File: src/rtl/id_ex_forward_stage_pkg.sv
// rtl/id_ex_forward_stage_pkg.sv - shared forward-select encoding for the hazard controller and ID/EX stage
package id_ex_forward_stage_pkg;

  localparam int XLEN_DEFAULT   = 32;
  localparam int CTRL_W_DEFAULT = 16;

  typedef enum logic [1:0] {
    FWD_NULL = 2'd0,
    FWD_EX   = 2'd1,
    FWD_MEM  = 2'd2,
    FWD_WB   = 2'd3
  } fwd_sel_e;

  function automatic logic fwd_is_bypass(input logic [1:0] sel);
    return fwd_sel_e'(sel) != FWD_NULL;
  endfunction

endpackage

File: src/rtl/id_ex_forward_stage_if.sv
// rtl/id_ex_forward_stage_if.sv - ID-side inputs, bypass/hazard controls and EX-side outputs of the ID/EX stage
interface id_ex_forward_stage_if #(
  parameter int XLEN   = 32,
  parameter int CTRL_W = 16
);
  logic              id_valid;
  logic [XLEN-1:0]   id_pc;
  logic [XLEN-1:0]   id_imm;
  logic [4:0]        id_rs1_addr;
  logic [4:0]        id_rs2_addr;
  logic [XLEN-1:0]   id_rs1_data;
  logic [XLEN-1:0]   id_rs2_data;
  logic              id_alu_src_imm;
  logic [CTRL_W-1:0] id_ctrl;
  logic              id_reg_write_enable;
  logic [4:0]        id_reg_write_addr;
  logic [1:0]        forward_1;
  logic [1:0]        forward_2;
  logic [XLEN-1:0]   ex_fwd_data;
  logic [XLEN-1:0]   mem_fwd_data;
  logic [XLEN-1:0]   wb_fwd_data;
  logic              bubble;
  logic              flush;
  logic              hold;

  logic              ex_valid;
  logic [XLEN-1:0]   ex_pc;
  logic [XLEN-1:0]   ex_imm;
  logic [XLEN-1:0]   ex_op1;
  logic [XLEN-1:0]   ex_op2;
  logic [XLEN-1:0]   ex_rs2_data;
  logic [CTRL_W-1:0] ex_ctrl;
  logic              ex_reg_write_enable;
  logic [4:0]        ex_reg_write_addr;

  modport master (
    output id_valid, id_pc, id_imm, id_rs1_addr, id_rs2_addr, id_rs1_data, id_rs2_data,
           id_alu_src_imm, id_ctrl, id_reg_write_enable, id_reg_write_addr,
           forward_1, forward_2, ex_fwd_data, mem_fwd_data, wb_fwd_data,
           bubble, flush, hold,
    input  ex_valid, ex_pc, ex_imm, ex_op1, ex_op2, ex_rs2_data, ex_ctrl,
           ex_reg_write_enable, ex_reg_write_addr
  );

  modport slave (
    input  id_valid, id_pc, id_imm, id_rs1_addr, id_rs2_addr, id_rs1_data, id_rs2_data,
           id_alu_src_imm, id_ctrl, id_reg_write_enable, id_reg_write_addr,
           forward_1, forward_2, ex_fwd_data, mem_fwd_data, wb_fwd_data,
           bubble, flush, hold,
    output ex_valid, ex_pc, ex_imm, ex_op1, ex_op2, ex_rs2_data, ex_ctrl,
           ex_reg_write_enable, ex_reg_write_addr
  );
endinterface

File: src/rtl/id_ex_forward_stage_operand_bypass_mux.sv
// rtl/id_ex_forward_stage_operand_bypass_mux.sv - selects one source operand from regfile or a bypass stage
module operand_bypass_mux
  import id_ex_forward_stage_pkg::*;
#(
  parameter int XLEN = 32
) (
  input  logic [XLEN-1:0] rf_data,
  input  logic [XLEN-1:0] ex_data,
  input  logic [XLEN-1:0] mem_data,
  input  logic [XLEN-1:0] wb_data,
  input  logic [1:0]      fwd_sel,
  input  logic [4:0]      rs_addr,
  output logic [XLEN-1:0] operand
);

  // x0 reads zero even if a stale hazard match points at a bypass stage
  always_comb begin
    operand = rf_data;
    if (rs_addr == 5'd0) begin
      operand = '0;
    end else begin
      case (fwd_sel_e'(fwd_sel))
        FWD_EX:  operand = ex_data;
        FWD_MEM: operand = mem_data;
        FWD_WB:  operand = wb_data;
        default: operand = rf_data;
      endcase
    end
  end

endmodule

File: src/rtl/id_ex_forward_stage.sv
// rtl/id_ex_forward_stage.sv - ID/EX register with operand bypass; optional counters under ID_EX_PERF_CNT_EN
module id_ex_forward_stage
  import id_ex_forward_stage_pkg::*;
#(
  parameter int XLEN   = XLEN_DEFAULT,
  parameter int CTRL_W = CTRL_W_DEFAULT
) (
  input  logic                 clk,
  input  logic                 rst,
  id_ex_forward_stage_if.slave io
`ifdef ID_EX_PERF_CNT_EN
  ,
  output logic [31:0]          perf_bubbles,
  output logic [31:0]          perf_flushes,
  output logic [31:0]          perf_fwd_uses
`endif
);

  logic [XLEN-1:0] src1;
  logic [XLEN-1:0] src2;
  logic [XLEN-1:0] op2;

  operand_bypass_mux #(.XLEN(XLEN)) u_mux_rs1 (
    .rf_data  (io.id_rs1_data),
    .ex_data  (io.ex_fwd_data),
    .mem_data (io.mem_fwd_data),
    .wb_data  (io.wb_fwd_data),
    .fwd_sel  (io.forward_1),
    .rs_addr  (io.id_rs1_addr),
    .operand  (src1)
  );

  operand_bypass_mux #(.XLEN(XLEN)) u_mux_rs2 (
    .rf_data  (io.id_rs2_data),
    .ex_data  (io.ex_fwd_data),
    .mem_data (io.mem_fwd_data),
    .wb_data  (io.wb_fwd_data),
    .fwd_sel  (io.forward_2),
    .rs_addr  (io.id_rs2_addr),
    .operand  (src2)
  );

  assign op2 = io.id_alu_src_imm ? io.id_imm : src2;

  // flush beats hold so a killed slot never survives a stall; hold beats bubble
  logic kill_slot;
  logic capture;
  assign kill_slot = io.flush | (io.bubble & ~io.hold);
  assign capture   = ~io.flush & ~io.hold & ~io.bubble;

  logic              ex_valid_q;
  logic [XLEN-1:0]   ex_pc_q;
  logic [XLEN-1:0]   ex_imm_q;
  logic [XLEN-1:0]   ex_op1_q;
  logic [XLEN-1:0]   ex_op2_q;
  logic [XLEN-1:0]   ex_rs2_data_q;
  logic [CTRL_W-1:0] ex_ctrl_q;
  logic              ex_we_q;
  logic [4:0]        ex_wa_q;

  always_ff @(posedge clk) begin
    if (rst) begin
      ex_valid_q    <= 1'b0;
      ex_pc_q       <= '0;
      ex_imm_q      <= '0;
      ex_op1_q      <= '0;
      ex_op2_q      <= '0;
      ex_rs2_data_q <= '0;
      ex_ctrl_q     <= '0;
      ex_we_q       <= 1'b0;
      ex_wa_q       <= '0;
    end else if (kill_slot) begin
      ex_valid_q <= 1'b0;
      ex_we_q    <= 1'b0;
      ex_ctrl_q  <= '0;
    end else if (capture) begin
      ex_valid_q    <= io.id_valid;
      ex_pc_q       <= io.id_pc;
      ex_imm_q      <= io.id_imm;
      ex_op1_q      <= src1;
      ex_op2_q      <= op2;
      ex_rs2_data_q <= src2;
      ex_ctrl_q     <= io.id_ctrl;
      ex_we_q       <= io.id_reg_write_enable & io.id_valid;
      ex_wa_q       <= io.id_reg_write_addr;
    end
  end

  assign io.ex_valid            = ex_valid_q;
  assign io.ex_pc               = ex_pc_q;
  assign io.ex_imm              = ex_imm_q;
  assign io.ex_op1              = ex_op1_q;
  assign io.ex_op2              = ex_op2_q;
  assign io.ex_rs2_data         = ex_rs2_data_q;
  assign io.ex_ctrl             = ex_ctrl_q;
  assign io.ex_reg_write_enable = ex_we_q;
  assign io.ex_reg_write_addr   = ex_wa_q;

`ifdef ID_EX_PERF_CNT_EN
  logic [31:0] fwd_inc;
  assign fwd_inc = 32'(fwd_is_bypass(io.forward_1)) + 32'(fwd_is_bypass(io.forward_2));

  always_ff @(posedge clk) begin
    if (rst) begin
      perf_bubbles  <= '0;
      perf_flushes  <= '0;
      perf_fwd_uses <= '0;
    end else begin
      if (io.bubble && !io.flush && !io.hold) perf_bubbles <= perf_bubbles + 32'd1;
      if (io.flush) perf_flushes <= perf_flushes + 32'd1;
      if (capture && io.id_valid) perf_fwd_uses <= perf_fwd_uses + fwd_inc;
    end
  end
`endif

endmodule

File: src/flat_wrapper.sv
// flat-port wrapper written by rule: the top's interface ports become plain ports
module id_ex_forward_stage_flat import id_ex_forward_stage_pkg::*;
#(
  parameter int XLEN   = XLEN_DEFAULT,
  parameter int CTRL_W = CTRL_W_DEFAULT
)
  (clk, rst, io_id_valid, io_id_pc, io_id_imm, io_id_rs1_addr, io_id_rs2_addr, io_id_rs1_data, io_id_rs2_data, io_id_alu_src_imm, io_id_ctrl, io_id_reg_write_enable, io_id_reg_write_addr, io_forward_1, io_forward_2, io_ex_fwd_data, io_mem_fwd_data, io_wb_fwd_data, io_bubble, io_flush, io_hold, io_ex_valid, io_ex_pc, io_ex_imm, io_ex_op1, io_ex_op2, io_ex_rs2_data, io_ex_ctrl, io_ex_reg_write_enable, io_ex_reg_write_addr);
  id_ex_forward_stage_if #(.XLEN(XLEN), .CTRL_W(CTRL_W)) io_i ();
  input  logic clk;
  input  logic rst;
  input wire logic [$bits(io_i.id_valid)-1:0] io_id_valid;
  input wire logic [$bits(io_i.id_pc)-1:0] io_id_pc;
  input wire logic [$bits(io_i.id_imm)-1:0] io_id_imm;
  input wire logic [$bits(io_i.id_rs1_addr)-1:0] io_id_rs1_addr;
  input wire logic [$bits(io_i.id_rs2_addr)-1:0] io_id_rs2_addr;
  input wire logic [$bits(io_i.id_rs1_data)-1:0] io_id_rs1_data;
  input wire logic [$bits(io_i.id_rs2_data)-1:0] io_id_rs2_data;
  input wire logic [$bits(io_i.id_alu_src_imm)-1:0] io_id_alu_src_imm;
  input wire logic [$bits(io_i.id_ctrl)-1:0] io_id_ctrl;
  input wire logic [$bits(io_i.id_reg_write_enable)-1:0] io_id_reg_write_enable;
  input wire logic [$bits(io_i.id_reg_write_addr)-1:0] io_id_reg_write_addr;
  input wire logic [$bits(io_i.forward_1)-1:0] io_forward_1;
  input wire logic [$bits(io_i.forward_2)-1:0] io_forward_2;
  input wire logic [$bits(io_i.ex_fwd_data)-1:0] io_ex_fwd_data;
  input wire logic [$bits(io_i.mem_fwd_data)-1:0] io_mem_fwd_data;
  input wire logic [$bits(io_i.wb_fwd_data)-1:0] io_wb_fwd_data;
  input wire logic [$bits(io_i.bubble)-1:0] io_bubble;
  input wire logic [$bits(io_i.flush)-1:0] io_flush;
  input wire logic [$bits(io_i.hold)-1:0] io_hold;
  output wire logic [$bits(io_i.ex_valid)-1:0] io_ex_valid;
  output wire logic [$bits(io_i.ex_pc)-1:0] io_ex_pc;
  output wire logic [$bits(io_i.ex_imm)-1:0] io_ex_imm;
  output wire logic [$bits(io_i.ex_op1)-1:0] io_ex_op1;
  output wire logic [$bits(io_i.ex_op2)-1:0] io_ex_op2;
  output wire logic [$bits(io_i.ex_rs2_data)-1:0] io_ex_rs2_data;
  output wire logic [$bits(io_i.ex_ctrl)-1:0] io_ex_ctrl;
  output wire logic [$bits(io_i.ex_reg_write_enable)-1:0] io_ex_reg_write_enable;
  output wire logic [$bits(io_i.ex_reg_write_addr)-1:0] io_ex_reg_write_addr;
  assign io_i.id_valid = io_id_valid;
  assign io_i.id_pc = io_id_pc;
  assign io_i.id_imm = io_id_imm;
  assign io_i.id_rs1_addr = io_id_rs1_addr;
  assign io_i.id_rs2_addr = io_id_rs2_addr;
  assign io_i.id_rs1_data = io_id_rs1_data;
  assign io_i.id_rs2_data = io_id_rs2_data;
  assign io_i.id_alu_src_imm = io_id_alu_src_imm;
  assign io_i.id_ctrl = io_id_ctrl;
  assign io_i.id_reg_write_enable = io_id_reg_write_enable;
  assign io_i.id_reg_write_addr = io_id_reg_write_addr;
  assign io_i.forward_1 = io_forward_1;
  assign io_i.forward_2 = io_forward_2;
  assign io_i.ex_fwd_data = io_ex_fwd_data;
  assign io_i.mem_fwd_data = io_mem_fwd_data;
  assign io_i.wb_fwd_data = io_wb_fwd_data;
  assign io_i.bubble = io_bubble;
  assign io_i.flush = io_flush;
  assign io_i.hold = io_hold;
  assign io_ex_valid = io_i.ex_valid;
  assign io_ex_pc = io_i.ex_pc;
  assign io_ex_imm = io_i.ex_imm;
  assign io_ex_op1 = io_i.ex_op1;
  assign io_ex_op2 = io_i.ex_op2;
  assign io_ex_rs2_data = io_i.ex_rs2_data;
  assign io_ex_ctrl = io_i.ex_ctrl;
  assign io_ex_reg_write_enable = io_i.ex_reg_write_enable;
  assign io_ex_reg_write_addr = io_i.ex_reg_write_addr;
  id_ex_forward_stage #(.XLEN(XLEN), .CTRL_W(CTRL_W)) u_core (.clk(clk), .rst(rst), .io(io_i));
endmodule
File: config.mk
export PLATFORM = sky130hd
export DESIGN_NAME = id_ex_forward_stage_flat
export DESIGN_NICKNAME = d
export VERILOG_FILES = /design/src/rtl/id_ex_forward_stage_pkg.sv /design/src/rtl/id_ex_forward_stage_if.sv /design/src/rtl/id_ex_forward_stage_operand_bypass_mux.sv /design/src/rtl/id_ex_forward_stage.sv /design/src/flat_wrapper.sv
export SDC_FILE = /design/constraint.sdc
export NUM_CORES = 1
export LEC_CHECK = 0
export CORE_AREA = 2 2 173 175
export CTS_CLUSTER_SIZE = 14
export DETAILED_ROUTE_END_ITERATION = 10
export DIE_AREA = 0 0 175 177
export SYNTH_ARGS = -nofsm -noshare
export SYNTH_HDL_FRONTEND = slang
export SYNTH_HIERARCHICAL = 1
export SYNTH_SLANG_ARGS = --single-unit
File: constraint.sdc
create_clock -name clk -period 2.4 [get_ports clk]
set_input_delay 0.48 -clock clk [delete_from_list [all_inputs] [get_ports clk]]
set_output_delay 0.48 -clock clk [all_outputs]
set_load 0.01 [all_outputs]
==> impl_metrics.env, run 1 <==
export IMPL_grt_max_degree=93
export IMPL_ir_drop_v=0.000442
export IMPL_cts_sinks=183
export IMPL_die_width_um=175
export IMPL_hold_buffers=0
export IMPL_fillCellCount=2765
export IMPL_crit_slowest_cell="clkdlybuf4s50_1"
export IMPL_dieArea_sq_um=31000
export IMPL_drtIter0Drc=467
export IMPL_p_per_area_nw_per_um2=540
export IMPL_fmax_mhz=496
export IMPL_clk_pin_slew_worst_paths_ns=0.08
export IMPL_startpoint_type="primary input"
export IMPL_wire_per_inst_um=19.7
export IMPL_clk_latency_ns=0.42
export IMPL_h_tree_depth=4
export IMPL_num_rows=63
export IMPL_path_class="in2reg"
export IMPL_maxCapViolCount=0
export IMPL_antenna_found_initial=0
export IMPL_num_vias=8484
export IMPL_worst_endpoint_required_ns=2.74
export IMPL_clockBufferDepth=2
export IMPL_dp_hpwl_um=26200
export IMPL_netlist_top_cells_area="dfxtp_1 (42%), mux4_2 (15%), nand2_1 (13%), a21oi_1 (8.6%), a21boi_0 (4.3%)"
export IMPL_numPortBuffers=449
export IMPL_finClkSkew_ns=0
export IMPL_async_flop_share=0
export IMPL_die_h_um=177
export IMPL_start_util=0.302
export IMPL_diodes=0
export IMPL_routed_wl_um=34900
export IMPL_hp_class="in2reg"
export IMPL_ys_seq_area_frac=0.415
export IMPL_grt_pass1_vias=8232
export IMPL_synth_seq_cells=183
export IMPL_wirelength_met1_um=14900
export IMPL_grt_pass1_wl_um=51600
export IMPL_arrival_ns=2.36
export IMPL_timing_slew_headroom=0.371
export IMPL_outcome="finished, final reports clean"
export IMPL_timing_final_crit_share=0.841
export IMPL_synth_ff_type="dfxtp_1"
export IMPL_yosysTopAreaCellShare=0.415
export IMPL_cpPeakStageDelay_ns=0.50
export IMPL_syn_nets=1225
export IMPL_setup_violations_final=0
export IMPL_viasPerCell=4.80
export IMPL_crit_chain="clkdlybuf4s50_1 -> buf_12 -> mux4_1 -> a21boi_0 -> mux2i_1 -> a211oi_1"
export IMPL_ys_top_cells_by_count="nand2_1 (301), dfxtp_1 (183), a21oi_1 (151)"
export IMPL_placeableCoreArea_sq_um=29200
export IMPL_cp_max_fo=32
export IMPL_pre_cts_slack_ns=0.00732
export IMPL_synth_cell_types=21
export IMPL_crit_buf_inv=2
export IMPL_postCtsSetupBuffers=0
export IMPL_slew_violations=0
export IMPL_drive_above_1_share=0.0916
export IMPL_crit_path_end_kind="register"
export IMPL_clockRootBuffer="clkbuf_16"
export IMPL_gr_usage_all_layers=0.220
export IMPL_place_congestion=0.881
export IMPL_cts_tree="built"
export IMPL_yosys_warnings=6
export IMPL_crit_family="compound AO/OA/AOI/OAI gates"
export IMPL_area_growth_synth_to_final_pct=61.3
export IMPL_highest_layer="met4"
export IMPL_fin_tns_setup_ns=0
export IMPL_dr_wl_met2_um=16900
export IMPL_io_pins=450
export IMPL_gr_total_overflow=0
export IMPL_utilization=0.487
export IMPL_yosys_area_top_type="dfxtp_1"
export IMPL_setup_ws_ns=0.382
export IMPL_yosysMostFrequentCell="nand2_1"
export IMPL_antenna_left=0
export IMPL_synth_area_sq_um=8820
export IMPL_dr_pass1_iters=4
export IMPL_cts_resized=0
export IMPL_wl_met3_um=2280
export IMPL_synthCells=958
export IMPL_p_leak_nw=4.92
export IMPL_synth_edf_count=0
export IMPL_tightest_slew_ns=0.943
export IMPL_cts_buffers=17
export IMPL_hold_viol=0
export IMPL_final_nets=1630
export IMPL_syn_area_per_cell_sq_um=9.21
export IMPL_min_period_ns=2.02
export IMPL_rsz0062_at_grt="no"
export IMPL_drc=0
[layout by cell type, fill, tap and decap left out, drive strengths merged]
| cell | netlist | layout |
|---|---|---|
| a211oi | 32 | 32 |
| a21boi | 64 | 64 |
| a21oi | 151 | 151 |
| buf | 49 | 30 |
| bufinv | 0 | 1 |
| clkbuf | 40 | 18 |
| clkdlybuf4s50 | 0 | 445 |
| clkinv | 0 | 3 |
| dfxtp | 183 | 183 |
| inv | 3 | 13 |
| mux2i | 32 | 32 |
| mux4 | 64 | 64 |
| nand2 | 301 | 301 |
| nand3 | 1 | 1 |
| nor2 | 33 | 33 |
| nor3 | 1 | 1 |
| nor4 | 2 | 2 |
| o21ai | 1 | 1 |
| or3 | 1 | 1 |
[power by group]
part / leakage [nW] / switching [mW] / internal, mW / total (mW)
Combinational: 3.14 / 0.662 / 0.934 / 1.60
Clock: 0.294 / 1.37 / 1.51 / 2.88
Sequential: 1.49 / 0.0571 / 3.14 / 3.20
[worst reg2reg max path: stages, from the launching register on]
cell and delay, ns:
dfxtp_1 0.37, nor2_1 0.06, a211oi_1 0.23
[through the flow]
stage	area [sq um]	hold WS (ns)	instances	power, mW
2_1_floorplan	8820	0.476	958	3.97
3_3_place_gp	13600	0.440	1734	4.86
3_5_place_dp	13600	0.445	1734	4.87
4_1_cts	14200	0.424	1766	7.79
5_1_grt	14200	0.434	1766	8.02
6_report	14200	0.440	1766	7.68
[cells by family after synthesis]
kind of cell / count (synthesis) / synth area share
buffers and inverters: 92 / 0.0678
AOI/OAI and AO/OA: 248 / 0.168
muxes: 96 / 0.201
and+or+nand+nor: 339 / 0.147
DFF: 183 / 0.415
[path summary, 6_finish.rpt]
path | endpoint | slack [ns] | startpoint | cells past startpoint
hold reg to reg | u_core/io.ex_op1[3] | 0.45 | u_core/io.ex_op1[3] | 2
setup reg to reg | u_core/io.ex_op2[29] | 1.66 | u_core/io.ex_op2[29] | 2
hold / removal | u_core/io.ex_imm[18] | 0.44 | rst | 2
setup / recovery | u_core/io.ex_op2[0] | 0.38 | io_forward_2[1] | 6
[flip-flops by register name, indices dropped and copies added, names as in the netlist]
signal and cells:
u_core/io.ex_op1 32, u_core/io.ex_op2 32, u_core/io.ex_reg_write_enable 1, u_core/io.ex_reg_write_addr 5, u_core/io.ex_pc 32, u_core/io.ex_ctrl 16
u_core/io.ex_imm 32, u_core/io.ex_valid 1, u_core/io.ex_rs2_data 32
[per-layer routing]
layer,track usage,up-vias
met5,0,-
met3,0.0526,35
met1,0.281,3981
li1,-,4149
met2,0.367,319
met4,0.0698,0
[final cells by class]
| type | instances | area, sq um | share of cell area |
|---|---|---|---|
| Tap cell | 390 | 488 | 0.0343 |
| Clock inverter | 14 | 150 | 0.0106 |
| Inverter | 3 | 11.3 | 0.000791 |
| Sequential cell | 183 | 3660 | 0.257 |
| Timing Repair Buffer | 475 | 4890 | 0.344 |
| Multi-Input combinational cell | 683 | 4590 | 0.322 |
| Clock buffer | 18 | 439 | 0.0309 |
Power figures use the tool's default switching activity.
==> run 2: changes to the inputs <==
CORE_AREA = 2 2 176 178   (was 2 2 173 175)
DIE_AREA = 0 0 178 180   (was 0 0 175 177)
clock period = 2 ns   (was 2.4 ns; I/O delays follow)
==> run 2 against run 1 <==
Compared with the run above:
- sequential cell count stayed put
- clock skew stayed put
- final cell count rose by 1.0%
- critical path type is now reg2out
- largest cell class unchanged
- largest power group unchanged
- highest routed layer unchanged
==> impl_metrics.env, run 2 (synthesis gave the netlist of run 1 again) <==
export IMPL_hold_viol=0
export IMPL_utilization=0.476
export IMPL_rsz0062_at_grt="no"
export IMPL_path_class="reg2out"
export IMPL_die_h_um=180
export IMPL_cp_max_fo=2
export IMPL_hp_class="in2reg"
export IMPL_routed_wl_um=34300
export IMPL_finClkSkew_ns=0
export IMPL_fmax_mhz=544
export IMPL_start_util=0.292
export IMPL_place_congestion=0.952
export IMPL_timing_slew_headroom=0.726
export IMPL_drive_above_1_share=0.0994
export IMPL_hold_buffers=0
export IMPL_crit_family="buffers and inverters"
export IMPL_setup_ws_ns=0.161
export IMPL_fillCellCount=2909
export IMPL_clockBufferDepth=2
export IMPL_num_vias=8599
export IMPL_viasPerCell=4.82
export IMPL_multi_input_area_sq_um=4590
export IMPL_clockRootBuffer="clkbuf_16"
export IMPL_num_rows=64
export IMPL_clk_pin_slew_worst_paths_ns=0.06
export IMPL_final_common_cell="clkdlybuf4s50_1"
export IMPL_regArea_sq_um=3660
export IMPL_dp_hpwl_um=26500
export IMPL_tightest_slew_ns=0.411
export IMPL_placeableCoreArea_sq_um=30200
export IMPL_wire_per_inst_um=19.2
export IMPL_fin_tns_setup_ns=0
export IMPL_final_nets=1648
export IMPL_outcome="finished, final reports clean"
export IMPL_fin_area_sq_um=14400
export IMPL_holdWs_ns=0.331
export IMPL_setup_violations_final=0
export IMPL_area_growth_synth_to_final_pct=62.8
export IMPL_dr_pass1_iters=5
export IMPL_dieArea_sq_um=32000
export IMPL_clk_latency_ns=0.42
export IMPL_pre_cts_slack_ns=-0.0772
export IMPL_gr_usage_all_layers=0.210
export IMPL_ir_drop_v=0.000562
export IMPL_mostFrequentLayoutCells="clkdlybuf4s50_1 (443), nand2_1 (301), dfxtp_1 (183), a21oi_1 (151), mux4_2 (60)"
export IMPL_grt_pass1_vias=8514
export IMPL_startpoint_type="register"
export IMPL_dpl_cell_area_sq_um=13800
export IMPL_crit_slowest_cell="clkdlybuf4s50_1"
export IMPL_cts_resized=0
export IMPL_antenna_found_initial=1
export IMPL_slew_violations=0
export IMPL_crit_chain="clkdlybuf4s50_1"
export IMPL_postCtsSetupBuffers=0
export IMPL_worst_endpoint_required_ns=1.60
export IMPL_diodes=0
export IMPL_drc=0
export IMPL_cts_buffers=17
export IMPL_min_period_ns=1.84
export IMPL_crit_buf_inv=1
export IMPL_cts_tree="built"
export IMPL_h_tree_depth=4
export IMPL_p_leak_nw=5.00
export IMPL_antenna_left=0
export IMPL_timing_final_crit_share=0.920
export IMPL_cts_sinks=183
export IMPL_gr_total_overflow=0
export IMPL_crit_path_end_kind="primary output"
export IMPL_p_per_area_nw_per_um2=628
export IMPL_maxCapViolCount=0
export IMPL_cpPeakStageDelay_ns=0.68
export IMPL_die_width_um=178
export IMPL_grt_pass1_wl_um=50900
export IMPL_grt_max_degree=81
export IMPL_numPortBuffers=449
export IMPL_arrival_ns=1.44
export IMPL_drtIter0Drc=394
export IMPL_io_pins=450
## run 2: cell types whose count changed in the layout (fill, tap and decap cells not counted), moves of 2 or more
cell             before  now
inv_8                 4    0
clkinv_4              2    0
clkbuf_1              0    2
buf_2                 3    5
buf_12               17   21
clkdlybuf4s50_1     445  443
inv_6                 6    0
buf_4                 9   23
## run 2: cell type report
cell class,instances,area share
flip-flops and latches,183,0.255
inverters,3,0.000784
clock buffers,21,0.0321
well taps,396,0.0345
clock inverters,5,0.00540
repair buffers,493,0.353
multi-input cells,683,0.319
## run 2: final timing paths
kind,start,end,slack [ns],depth (start not counted)
setup reg to reg,u_core/io.ex_op2[12],u_core/io.ex_op2[12],1.27,2
hold / removal,rst,u_core/io.ex_pc[28],0.33,2
setup / recovery,u_core/io.ex_rs2_data[31],io_ex_rs2_data[31],0.16,1
hold reg to reg,u_core/io.ex_op1[6],u_core/io.ex_op1[6],0.45,2
## run 2: power breakdown
| part | internal (mW) | leakage [nW] | switching [mW] |
|---|---|---|---|
| combinational | 1.14 | 3.25 | 0.801 |
| clock | 1.86 | 0.262 | 1.37 |
| sequential | 3.78 | 1.49 | 0.0662 |
| total | 6.78 | 5.00 | 2.23 |
## run 2: per-stage QoR
step | total power [mW] | cells
floorplan | 4.76 | 958
global placement | 5.87 | 1758
detailed placement | 5.88 | 1758
CTS | 9.15 | 1784
global route | 9.44 | 1784
finish | 9.02 | 1784
## run 2: routing by layer
| layer | GRT usage | up-vias | routed length (um) |
|---|---|---|---|
| met1 | 0.264 | 4046 | 14700 |
| met4 | 0.0679 | 0 | 839 |
| met5 | 0 | - | 0 |
| met3 | 0.0554 | 48 | 2280 |
| li1 | - | 4183 | - |
| met2 | 0.347 | 322 | 16500 |
